===== config.mk =====
export PLATFORM = sky130hd
export DESIGN_NAME = riscv_mem_arbiter
export DESIGN_NICKNAME = d
export VERILOG_FILES = /design/src/rtl/riscv_pkg.sv /design/src/rtl/riscv_arb_starve_ctr.sv /design/src/rtl/riscv_mem_arbiter.sv
export SDC_FILE = /design/constraint.sdc
export NUM_CORES = 1
export LEC_CHECK = 0
export CAP_MARGIN = 25
export CORE_AREA = 5 5 103 105
export CTS_CLUSTER_DIAMETER = 100
export CTS_CLUSTER_SIZE = 14
export DETAILED_ROUTE_END_ITERATION = 16
export DIE_AREA = 0 0 108 110
export GPL_TIMING_DRIVEN = 0
export HOLD_SLACK_MARGIN = 0.15
export PLACE_DENSITY_LB_ADDON = 0.05
export SYNTH_ARGS = -nofsm -noshare
export SYNTH_HDL_FRONTEND = slang
export SYNTH_HIERARCHICAL = 1
export SYNTH_SLANG_ARGS = --single-unit
export TNS_END_PERCENT = 1

===== constraint.sdc =====
create_clock -name clk -period 3.55 [get_ports clk]
set_input_delay 1.065 -clock clk [delete_from_list [all_inputs] [get_ports clk]]
set_output_delay 1.065 -clock clk [all_outputs]
set_load 0.02 [all_outputs]

===== src/rtl/riscv_pkg.sv =====
// Shared core types: access-size encoding plus the memory arbiter's state,
// owner and timeout-data definitions.
package riscv_pkg;

   typedef enum logic [1:0] {
      Byte_Access     = 2'b00,
      Halfword_Access = 2'b01,
      Word_Access     = 2'b10
   } access_size_e;

   typedef enum logic [1:0] {
      IDLE     = 2'b00,
      REQ      = 2'b01,
      WAIT_RSP = 2'b10
   } arb_state_e;

   typedef enum logic {
      OWNER_INSTR = 1'b0,
      OWNER_DATA  = 1'b1
   } arb_owner_e;

   localparam logic [31:0] MEM_TIMEOUT_RDATA = 32'hDEAD_BEEF;

endpackage


===== src/rtl/riscv_arb_starve_ctr.sv =====
// Saturating count of cycles a pending fetch has been passed over; raises
// fetch_prio once the count reaches MAX_STARVE.
module riscv_arb_starve_ctr #(
   parameter int MAX_STARVE = 4
) (
   input  logic clk,
   input  logic reset,
   input  logic instr_req,
   input  logic instr_gnt,
   output logic fetch_prio
);

   localparam int CW = $clog2(MAX_STARVE + 1);
   localparam logic [CW-1:0] MAX_Q = CW'(MAX_STARVE);

   logic [CW-1:0] starve_q;

   always_ff @(posedge clk or posedge reset) begin
      if (reset) begin
         starve_q <= '0;
      end else if (!instr_req || instr_gnt) begin
         starve_q <= '0;
      end else if (starve_q != MAX_Q) begin
         starve_q <= starve_q + 1'b1;
      end
   end

   assign fetch_prio = (starve_q >= MAX_Q);

endmodule


===== src/rtl/riscv_mem_arbiter.sv =====
// Arbitrates fetch and load/store ports onto one single-port memory, one
// outstanding transaction at a time. MEM_TIMEOUT_EN adds a response watchdog.
module riscv_mem_arbiter
   import riscv_pkg::*;
#(
   parameter int MAX_STARVE     = 4,
   parameter int TIMEOUT_CYCLES = 64
) (
   input  logic        clk,
   input  logic        reset,
   input  logic        instr_req_i,
   input  logic [31:0] instr_addr_i,
   output logic        instr_gnt_o,
   output logic        instr_rvalid_o,
   output logic [31:0] instr_rdata_o,
   input  logic        data_req_i,
   input  logic [31:0] data_addr_i,
   input  logic [1:0]  data_byte_en_i,
   input  logic        data_wr_i,
   input  logic [31:0] data_wr_data_i,
   output logic        data_gnt_o,
   output logic        data_rvalid_o,
   output logic [31:0] data_rdata_o,
   output logic        mem_req_o,
   output logic [31:0] mem_addr_o,
   output logic [1:0]  mem_byte_en_o,
   output logic        mem_wr_o,
   output logic [31:0] mem_wr_data_o,
`ifdef MEM_TIMEOUT_EN
   output logic        mem_timeout_o,
`endif
   input  logic        mem_gnt_i,
   input  logic        mem_rvalid_i,
   input  logic [31:0] mem_rdata_i
);

   if (MAX_STARVE < 1 || TIMEOUT_CYCLES < 1) begin : g_param_check
      $error("riscv_mem_arbiter: MAX_STARVE and TIMEOUT_CYCLES must be >= 1");
   end

   arb_state_e state_q, state_next;
   arb_owner_e owner_q, owner_next;
   arb_owner_e sel_owner;
   logic       fetch_prio;
   logic       timeout_hit;
   logic       rsp_done;

   riscv_arb_starve_ctr #(
      .MAX_STARVE(MAX_STARVE)
   ) u_starve (
      .clk       (clk),
      .reset     (reset),
      .instr_req (instr_req_i),
      .instr_gnt (instr_gnt_o),
      .fetch_prio(fetch_prio)
   );

   // In IDLE the winner is picked live; afterwards the latched owner holds
   // the bus so a late data request cannot steal a locked fetch.
   always_comb begin
      sel_owner = owner_q;
      if (state_q == IDLE) begin
         sel_owner = (instr_req_i && (!data_req_i || fetch_prio)) ? OWNER_INSTR : OWNER_DATA;
      end
   end

   always_ff @(posedge clk or posedge reset) begin
      if (reset) begin
         state_q <= IDLE;
         owner_q <= OWNER_INSTR;
      end else begin
         state_q <= state_next;
         owner_q <= owner_next;
      end
   end

`ifdef MEM_TIMEOUT_EN
   localparam int TW = $clog2(TIMEOUT_CYCLES + 1);
   localparam logic [TW-1:0] TO_LAST = TW'(TIMEOUT_CYCLES - 1);

   logic [TW-1:0] to_cnt_q;

   // Held at zero outside WAIT_RSP, so every response wait starts from zero.
   always_ff @(posedge clk or posedge reset) begin
      if (reset) begin
         to_cnt_q <= '0;
      end else if (state_q == WAIT_RSP) begin
         to_cnt_q <= to_cnt_q + 1'b1;
      end else begin
         to_cnt_q <= '0;
      end
   end

   assign timeout_hit   = (state_q == WAIT_RSP) && !mem_rvalid_i && (to_cnt_q == TO_LAST);
   assign mem_timeout_o = timeout_hit;
`else
   assign timeout_hit = 1'b0;
`endif

   assign rsp_done = mem_rvalid_i || timeout_hit;

   always_comb begin
      state_next     = state_q;
      owner_next     = owner_q;
      mem_req_o      = 1'b0;
      instr_gnt_o    = 1'b0;
      data_gnt_o     = 1'b0;
      instr_rvalid_o = 1'b0;
      data_rvalid_o  = 1'b0;
      case (state_q)
         IDLE: begin
            if (instr_req_i || data_req_i) begin
               mem_req_o  = 1'b1;
               owner_next = sel_owner;
               if (mem_gnt_i) begin
                  instr_gnt_o = (sel_owner == OWNER_INSTR);
                  data_gnt_o  = (sel_owner == OWNER_DATA);
                  state_next  = WAIT_RSP;
               end else begin
                  state_next  = REQ;
               end
            end
         end
         REQ: begin
            mem_req_o = 1'b1;
            if (mem_gnt_i) begin
               instr_gnt_o = (owner_q == OWNER_INSTR);
               data_gnt_o  = (owner_q == OWNER_DATA);
               state_next  = WAIT_RSP;
            end
         end
         WAIT_RSP: begin
            if (rsp_done) begin
               instr_rvalid_o = (owner_q == OWNER_INSTR);
               data_rvalid_o  = (owner_q == OWNER_DATA);
               state_next     = IDLE;
            end
         end
         default: state_next = IDLE;
      endcase
   end

   // Request fields are zeroed whenever no request is presented.
   always_comb begin
      mem_addr_o    = '0;
      mem_byte_en_o = '0;
      mem_wr_o      = 1'b0;
      mem_wr_data_o = '0;
      if (mem_req_o) begin
         if (sel_owner == OWNER_INSTR) begin
            mem_addr_o    = instr_addr_i;
            mem_byte_en_o = Word_Access;
         end else begin
            mem_addr_o    = data_addr_i;
            mem_byte_en_o = data_byte_en_i;
            mem_wr_o      = data_wr_i;
            mem_wr_data_o = data_wr_data_i;
         end
      end
   end

   assign instr_rdata_o = timeout_hit ? MEM_TIMEOUT_RDATA : mem_rdata_i;
   assign data_rdata_o  = timeout_hit ? MEM_TIMEOUT_RDATA : mem_rdata_i;

endmodule


# Word level (Yosys, flattened, before mapping)
# Cells that the tools add are included.
# Widths: inputs -> output; s select.
[op_classes] n_addsub=1 order_cmp=1 n_eq_ne=6 mux=31 bitwise_logic=2 reduce_logical=10
[ops] cell="$mux 32" n=4
[ops] cell="$mux 1" n=15
[ops] cell="$mux 2" n=6
[ops] cell="$mux 3" n=2
[ops] cell="$pmux 1 s2" n=3
[ops] cell="$pmux 2 s3" n=1
[ops] cell="$ne 2x2->1 const B" n=2
[ops] cell="$add 3x1->3 const B" n=1
[ops] cell="$ge 3x3->1 const B" n=1
[ops] cell="$logic_or 1x1->1" n=3
[ops] cell="$ne 3x3->1 const B" n=1
[ops] cell="$reduce_and 3->1" n=1
[ops] cell="$eq 2x1->1 const B" n=1
[ops] cell="$eq 2x2->1 const B" n=1
[ops] cell="$logic_not 1->1" n=2
[ops] cell="$logic_not 2->1" n=1
[ops] cell="$ne 2x1->1 const B" n=1
[ops] cell="$not 1->1" n=2
[ops] cell="$reduce_and 2->1" n=1
[ops] cell="$reduce_bool 2->1" n=1
[ops] cell="$logic_and 1x1->1" n=1
[totals] register_bits=6 input_bits=137 out_inout_bits=136 elab_cells=54

# Logic depth before layout (Yosys ltp)
# Gate-level depths: netlist (run 1).
[logic_depth] ltp_word=11 ltp_mapped=7 depth_no_buf=5

# Hierarchy
# The synthesis (run 1) kept the hierarchy.
[modules_own_cells] module="riscv_mem_arbiter" n_inst=1 cells_per_inst=363 area_per_inst_um2=2467.4 seq_area_each_um2=75.1
[modules_own_cells] module="riscv_arb_starve_ctr" n_inst=1 cells_per_inst=19 area_per_inst_um2=182.7 seq_area_each_um2=75.1

# Worst setup path before layout (run 1)
# No wires, ideal clock.
[synth_timing] kind="input to output" start="input port instr_req_i" end="output port mem_wr_data_o[10]" arrival_ps=2196 t_required_ps=2485 path_slack_ps=289 stages=5 n_path_buf=2 path_cell_list="buf_4 -> a21boi_4 -> mux2i_4 -> buf_2 -> nor3b_1"
[synth_via] elab_chain_len=5 word_cells_on_any_way=8 classes_between="mux: 6; reduce/logical: 2"
[synth_lines] element="start, declared" line_no="riscv_mem_arbiter.sv:11" rtl="input logic instr_req_i,"
[synth_lines] element="$logic_and 1x1->1" line_no="riscv_mem_arbiter.sv:63" rtl="sel_owner = (instr_req_i && (!data_req_i || fetch_prio)) ? OWNER_INSTR : OWNER_DATA;"
[synth_lines] element="$mux 1" line_no="riscv_mem_arbiter.sv:63"
[synth_lines] element="$mux 1" line_no="riscv_mem_arbiter.sv:62" rtl="if (state_q == IDLE) begin"
[synth_lines] element="$mux 32" line_no="riscv_mem_arbiter.sv:150" rtl="if (sel_owner == OWNER_INSTR) begin"
[synth_lines] element="$mux 32 (*)" line_no="riscv_mem_arbiter.sv:149" rtl="if (mem_req_o) begin"
[synth_lines] element="end, declared" line_no="riscv_mem_arbiter.sv:28" rtl="output logic [31:0] mem_wr_data_o,"
# Mark *: on every way between the ends. The rest lies on a longest branch, timed or not.

# Worst setup path in the final report (run 1)
[layout_timing] start="input port instr_req_i" end="output port mem_wr_data_o[27]"
# The elaborated chain is that of the path after synthesis.

==> results of run 1 <==
-- cell families after synthesis --
group                    count (synthesis)  synth area share
AO/OA/AOI/OAI                          106             0.289
adder cells (fa/ha/maj)                  2           0.00944
flip-flops                               6            0.0567
buffers and inverters                  116             0.288
AND/OR/NAND/NOR                        151             0.348
multiplexers                             1           0.00850
-- placed cells by master (no fill, tap or decap), types with 2 or more instances in the layout --
cell type        netlist  routed
clkdlybuf4s50_1        0     168
buf_4                 69      96
buf_2                 26      64
nand2b_1              37      37
nor3b_1               35      35
nand2_1               33      33
a21o_1                32      32
o211ai_1              32      32
nand4_1               32      32
a31oi_1               32      26
buf_6                  5      10
clkbuf_1              10      10
dfrtp_1                6       6
inv_1                  6       5
nor2_1                 4       4
a31oi_2                0       4
clkdlybuf4s15_2        0       4
a21oi_1                3       3
clkbuf_8               0       3
dlygate4sd2_1          0       3
nor3_2                 2       2
a31oi_4                0       2
nand3_1                2       2
ha_1                   2       2
-- final timing paths --
path                                      startpoint                   end  slack (ns)
worst max-delay path                     instr_req_i     mem_wr_data_o[27]        0.09
worst min-delay path            u_starve/starve_q[1]  u_starve/starve_q[1]        0.56
worst max register to register  u_starve/starve_q[2]  u_starve/starve_q[0]        1.81
worst min register to register  u_starve/starve_q[1]  u_starve/starve_q[1]        0.56
max in group asynchronous                      reset  u_starve/starve_q[2]        2.36
min in group asynchronous                      reset            state_q[1]        1.05
-- per-stage QoR --
step	cell area, µm²	cells	hold slack [ns]
detailed placement	5220	755	0.561
global placement	5220	755	0.549
global route	5130	764	0.594
floorplan	2650	382	0.530
finish	5130	764	0.558
CTS	5120	764	0.565
-- final cells by class --
class	count	area [µm²]
fill	959	4420
timing repair buffer	246	2160
multi-input combinational	260	1790
buffer	110	792
tap	133	166
sequential	6	150
clock buffer	3	41.3
inverter	6	26.3
-- repair_timing --
action,in CTS,in global routing
gates resized for setup,383,1
buffers inserted,5,0
pin swaps,1,0
hold buffers,0,0
gates cloned,1,0
endpoints found under the setup margin,70,1
-- registers in the layout, indices dropped and copies added (netlist names) --
register / count
state_q: 2
u_starve/starve_q: 3
owner_q: 1
-- power groups by stage --
stage | registers [mW] | logic [mW] | clock network (mW)
2_1_floorplan | 0.0900 | 0.852 | 0
3_3_place_gp | 0.0917 | 1.47 | 0
3_5_place_dp | 0.0923 | 1.49 | 0
4_1_cts | 0.0915 | 1.43 | 0.108
5_1_grt | 0.0933 | 1.53 | 0.114
6_report | 0.0912 | 1.43 | 0.103
-- layer usage --
| metal | up-vias | track usage | routed length (µm) |
|---|---|---|---|
| met1 | 1713 | 0.243 | 5030 |
| li1 | 1818 | - | - |
| met5 | - | 0 | 0 |
| met2 | 185 | 0.365 | 6610 |
| met3 | 12 | 0.0670 | 1340 |
| met4 | 0 | 0.0415 | 170 |
-- critical path: cells and delay by family --
| kind | cells | cell delay, ns |
|---|---|---|
| mux | 1 | 0.13 |
| compound gates | 1 | 0.19 |
| buf+inv | 4 | 0.84 |
| simple gates | 1 | 0.16 |
==> results.json, run 1 <==
{
  "maxSlewHeadroom": 0.650,
  "ys_seq_area_frac": 0.0567,
  "cp_cell_sequence": "dlygate4sd2_1, buf_6, a21boi_4, mux2i_4, buf_6, nor3b_1, clkdlybuf4s15_2",
  "fmax_mhz": 289,
  "cpMaxStageDelayCell": "clkdlybuf4s15_2",
  "pin_count": 273,
  "antenna_found_initial": 0,
  "grt_use_total": 0.205,
  "h-tree-depth": 1,
  "grt_pass1_wl_um": 19800,
  "synth_edf_count": 0,
  "nets": 772,
  "cp-start-kind": "input pin",
  "dp_slack_ns": -0.728,
  "drt_pass1_iterations": 5,
  "clock_skew_ns": 0.00246,
  "drv_cap": 0,
  "die_area_um2": 11900,
  "ys_ff_latch": 6,
  "power_frac_seq": 0.056,
  "power_density_nw_per_um2": 316,
  "syn_area_um2": 2650,
  "grt_max_degree": 11,
  "tns_ns": 0,
  "drcViolationCount": 0,
  "path_max_fanout": 7,
  "vias_per_cell": 4.88,
  "max_stage_delay_ns": 0.29,
  "root_buffer": "clkbuf_8",
  "worstSkewPairLatency_ns": 0.23,
  "yosysTopAreaCellShare": 0.195,
  "p_comb_frac": 0.880,
  "holdPathStages": 2,
  "cp_data_required_time_ns": 2.48,
  "grt-ovfl-total": 0,
  "clk_pin_slew_ns": 0.03,
  "setup_viol": 0,
  "ant_nets": 0,
  "synth_area_leader_cell": "buf_4",
  "antennaDiodeCount": 0,
  "power.switching_uw": 817,
  "p_int_uw": 803,
  "rsz0062_at_grt": "no",
  "crit_top_cell": "buf_6",
  "core_um2": 9550,
  "synth_common_cells": "buf_4, nand2b_1, nor3b_1",
  "grt_pass1_vias": 3784,
  "area_growth_pct": 93.5,
  "drive_gt1_frac": 0.304,
  "fin_crit_ns": 3.46,
  "ys_warn_count": 6,
  "hold_class": "register to register",
  "vias": 3728,
  "start_util": 0.278,
  "crit_type": "input pin to primary output",
  "yosysUniqueCellTypes": 32,
  "utilization": 0.537,
  "peakVddDrop_mv": 0.111,
  "synth.avg_cell_area_um2": 6.94,
  "synth_nets": 521,
  "slew_violations": 0,
  "gp_congestion": 0.825,
  "power_leakage_nw": 2.20,
  "cts_buffers": 3,
  "wl_per_cell_um": 17.2,
  "yosys-top-cells-area": "buf_4, nor3b_1, a21o_1, o211ai_1, nand2b_1",
  "post-route-period-util": 0.976,
  "status": "finished, final reports clean",
  "cts_tree": "yes",
  "die_h_um": 110,
  "p_sw_frac": 0.504,
  "worstMarginPinSlew_ns": 0.525,
  "clockBufferDepth": 2,
  "total_power_mw": 1.62,
  "synth-main-ff-cell": "dfrtp_1",
  "io_buffer_count": 240,
  "synth_most_common_cell": "buf_4",
  "clkPwrFrac": 0.064,
  "drt-initial-drc-count": 174,
  "cts.sinks": 6,
  "routed_wl_um": 13200,
  "hold_viol": 0,
  "dp.final_hpwl_um": 10700,
  "reg2regPathDepth": 7,
  "rows": 36,
  "endpoint_kind": "primary output",
  "postSynthCellCount": 382,
  "die_x_um": 108,
  "synthArstFlopShare": 1.00,
  "worstPathArrival_ns": 2.40,
  "timing.final.ws_setup_ns": 0.0861
}
No activity file was read; power rests on OpenSTA's default activity.
==> run 2: changes to the inputs <==
--- a/config.mk
+++ b/config.mk
@@ -5,8 +5,9 @@
 export SDC_FILE = /design/constraint.sdc
 export NUM_CORES = 1
 export LEC_CHECK = 0
+export ABC_CLOCK_PERIOD_IN_PS = 3550
 export CAP_MARGIN = 25
-export CORE_AREA = 5 5 103 105
+export CORE_AREA = 2 2 106 108
 export CTS_CLUSTER_DIAMETER = 100
 export CTS_CLUSTER_SIZE = 14
 export DETAILED_ROUTE_END_ITERATION = 16
==> run 2 against run 1 <==
Maximum frequency decreased by 0.20%. Die area unchanged. First-iteration DRC count decreased by 7.5%. Setup slack got worse by 0.0068 ns. Combinational power about the same. Via count increased by 1.8%. Count of clock-buffer cells in the layout unchanged. Critical path depth unchanged. Critical endpoint is now mem_addr_o[25]. Largest cell class unchanged.
==> results.json, run 2 (synthesis results as in run 1) <==
{
  "mostFrequentLayoutCells": "clkdlybuf4s50_1, buf_4, buf_2, nand2b_1, nand2_1",
  "dp.final_hpwl_um": 9850,
  "slew_violations": 0,
  "post-route-period-util": 0.978,
  "reg_top3": "u_starve/starve_q x3, state_q x2, owner_q x1",
  "setup_viol": 0,
  "cts.sinks": 6,
  "clock_skew_ns": 0.00379,
  "vias": 3795,
  "power_density_nw_per_um2": 312,
  "rsz0062_at_grt": "no",
  "worstPathArrival_ns": 2.41,
  "core_um2": 10700,
  "cts_buffers": 3,
  "drt_pass1_iterations": 4,
  "clockBufferDepth": 2,
  "drv_cap": 0,
  "antenna_found_initial": 0,
  "fmax_mhz": 288,
  "root_buffer": "clkbuf_8",
  "vias_per_cell": 4.92,
  "path_max_fanout": 10,
  "hold_viol": 0,
  "grt_use_total": 0.196,
  "die_area_um2": 11900,
  "gp_congestion": 0.772,
  "drive_gt1_frac": 0.302,
  "peakVddDrop_mv": 0.0979,
  "cts_tree": "yes",
  "final_common_cell": "clkdlybuf4s50_1",
  "cp_data_required_time_ns": 2.48,
  "endpoint_kind": "primary output",
  "crit_type": "input pin to primary output",
  "whs_endpoint": "u_starve/starve_q[1]",
  "power_leakage_nw": 2.23,
  "area_growth_pct": 93.4,
  "routed_wl_um": 12300,
  "reg2regPathDepth": 7,
  "tns_ns": 0,
  "clk_pin_slew_ns": 0.03,
  "rows": 38,
  "status": "finished, final reports clean",
  "hold_buffers": 0,
  "pin_count": 273,
  "grt_pass1_wl_um": 19000,
  "drcViolationCount": 0,
  "r2r-end": "u_starve/starve_q[0]",
  "reg2reg_slack_ns": 1.76,
  "regMostFlops": "u_starve/starve_q",
  "ant_nets": 0,
  "maxSlewHeadroom": 0.661,
  "cp-start-kind": "input pin",
  "wl_per_cell_um": 16.0,
  "io_buffer_count": 240,
  "die_x_um": 108,
  "min_from": "u_starve/starve_q[1]",
  "drt-initial-drc-count": 161,
  "grt-ovfl-total": 0,
  "hold_ws_ns": 0.565,
  "largest_reg_flops": 3,
  "h-tree-depth": 1,
  "grt_max_degree": 11,
  "worstSkewPairLatency_ns": 0.22,
  "fin_crit_ns": 3.47,
  "nets": 773,
  "grt_pass1_vias": 3879,
  "worstMarginPinSlew_ns": 0.509,
  "die_h_um": 110,
  "r2r-start": "u_starve/starve_q[2]",
  "holdPathStages": 2,
  "start_util": 0.248,
  "antennaDiodeCount": 0,
  "hold_class": "register to register"
}
-- run 2: worst max-delay path by stage --
stage	start	endpoint	slack (ns)	cells past startpoint
4_1_cts	mem_rvalid_i	instr_rvalid_o	0.05	3
5_1_grt	instr_req_i	mem_req_o	0.02	8
3_5_place_dp	instr_req_i	mem_addr_o[28]	-0.69	8
6_report	instr_req_i	mem_addr_o[25]	0.08	7
3_3_place_gp	instr_req_i	mem_addr_o[22]	-0.69	8
2_1_floorplan	instr_req_i	mem_wr_data_o[10]	0.29	5
-- run 2: timing repair --
item                                   CTS  global route
cloned                                   3             0
setup buffers                            4             0
setup endpoints to repair               70             7
pin swaps                                0             1
endpoints found under the hold margin    0             0
resized for setup                      371             5
-- run 2: layout make-up --
class | count | area (µm²)
tap | 140 | 175
sequential | 6 | 150
fill | 1107 | 5570
buffer | 110 | 798
inverter | 6 | 22.5
clock buffer | 3 | 41.3
multi-input combinational | 261 | 1780
timing repair buffer | 246 | 2160
-- run 2: power breakdown --
| group | internal [mW] | switching, mW | total [mW] |
|---|---|---|---|
| Sequential | 0.0804 | 0.0112 | 0.0916 |
| Clock | 0.0726 | 0.0274 | 0.100 |
| Combinational | 0.640 | 0.768 | 1.41 |
-- run 2: metal layers --
layer  track usage  vias to the layer above  part of all wire
met2         0.359                      184              0.50
li1              -                     1826                 -
met3        0.0482                        8             0.088
met1         0.235                     1777              0.40
met5             0                        -                 0
met4        0.0357                        0             0.011
-- run 2: worst max-delay path: stages --
cell           delay (ns)
dlygate4sd2_1        0.26
buf_6                0.14
inv_1                0.17
buf_4                0.22
o211ai_1             0.12
a31oi_2              0.21
buf_2                0.20
-- run 2: metrics by stage --
| stage | total power [mW] | cell area (µm²) | setup slack, ns | util | instances |
|---|---|---|---|---|---|
| after CTS | 1.61 | 5110 | 0.0466 | 0.478 | 772 |
| after floorplan | 0.941 | 2650 | 0.289 | - | 382 |
| final | 1.60 | 5130 | 0.0793 | 0.479 | 772 |
| after global routing | 1.72 | 5130 | 0.0156 | 0.479 | 772 |
| after global placement | 1.57 | 5230 | -0.694 | 0.489 | 762 |
| after detailed placement | 1.58 | 5230 | -0.685 | 0.489 | 762 |
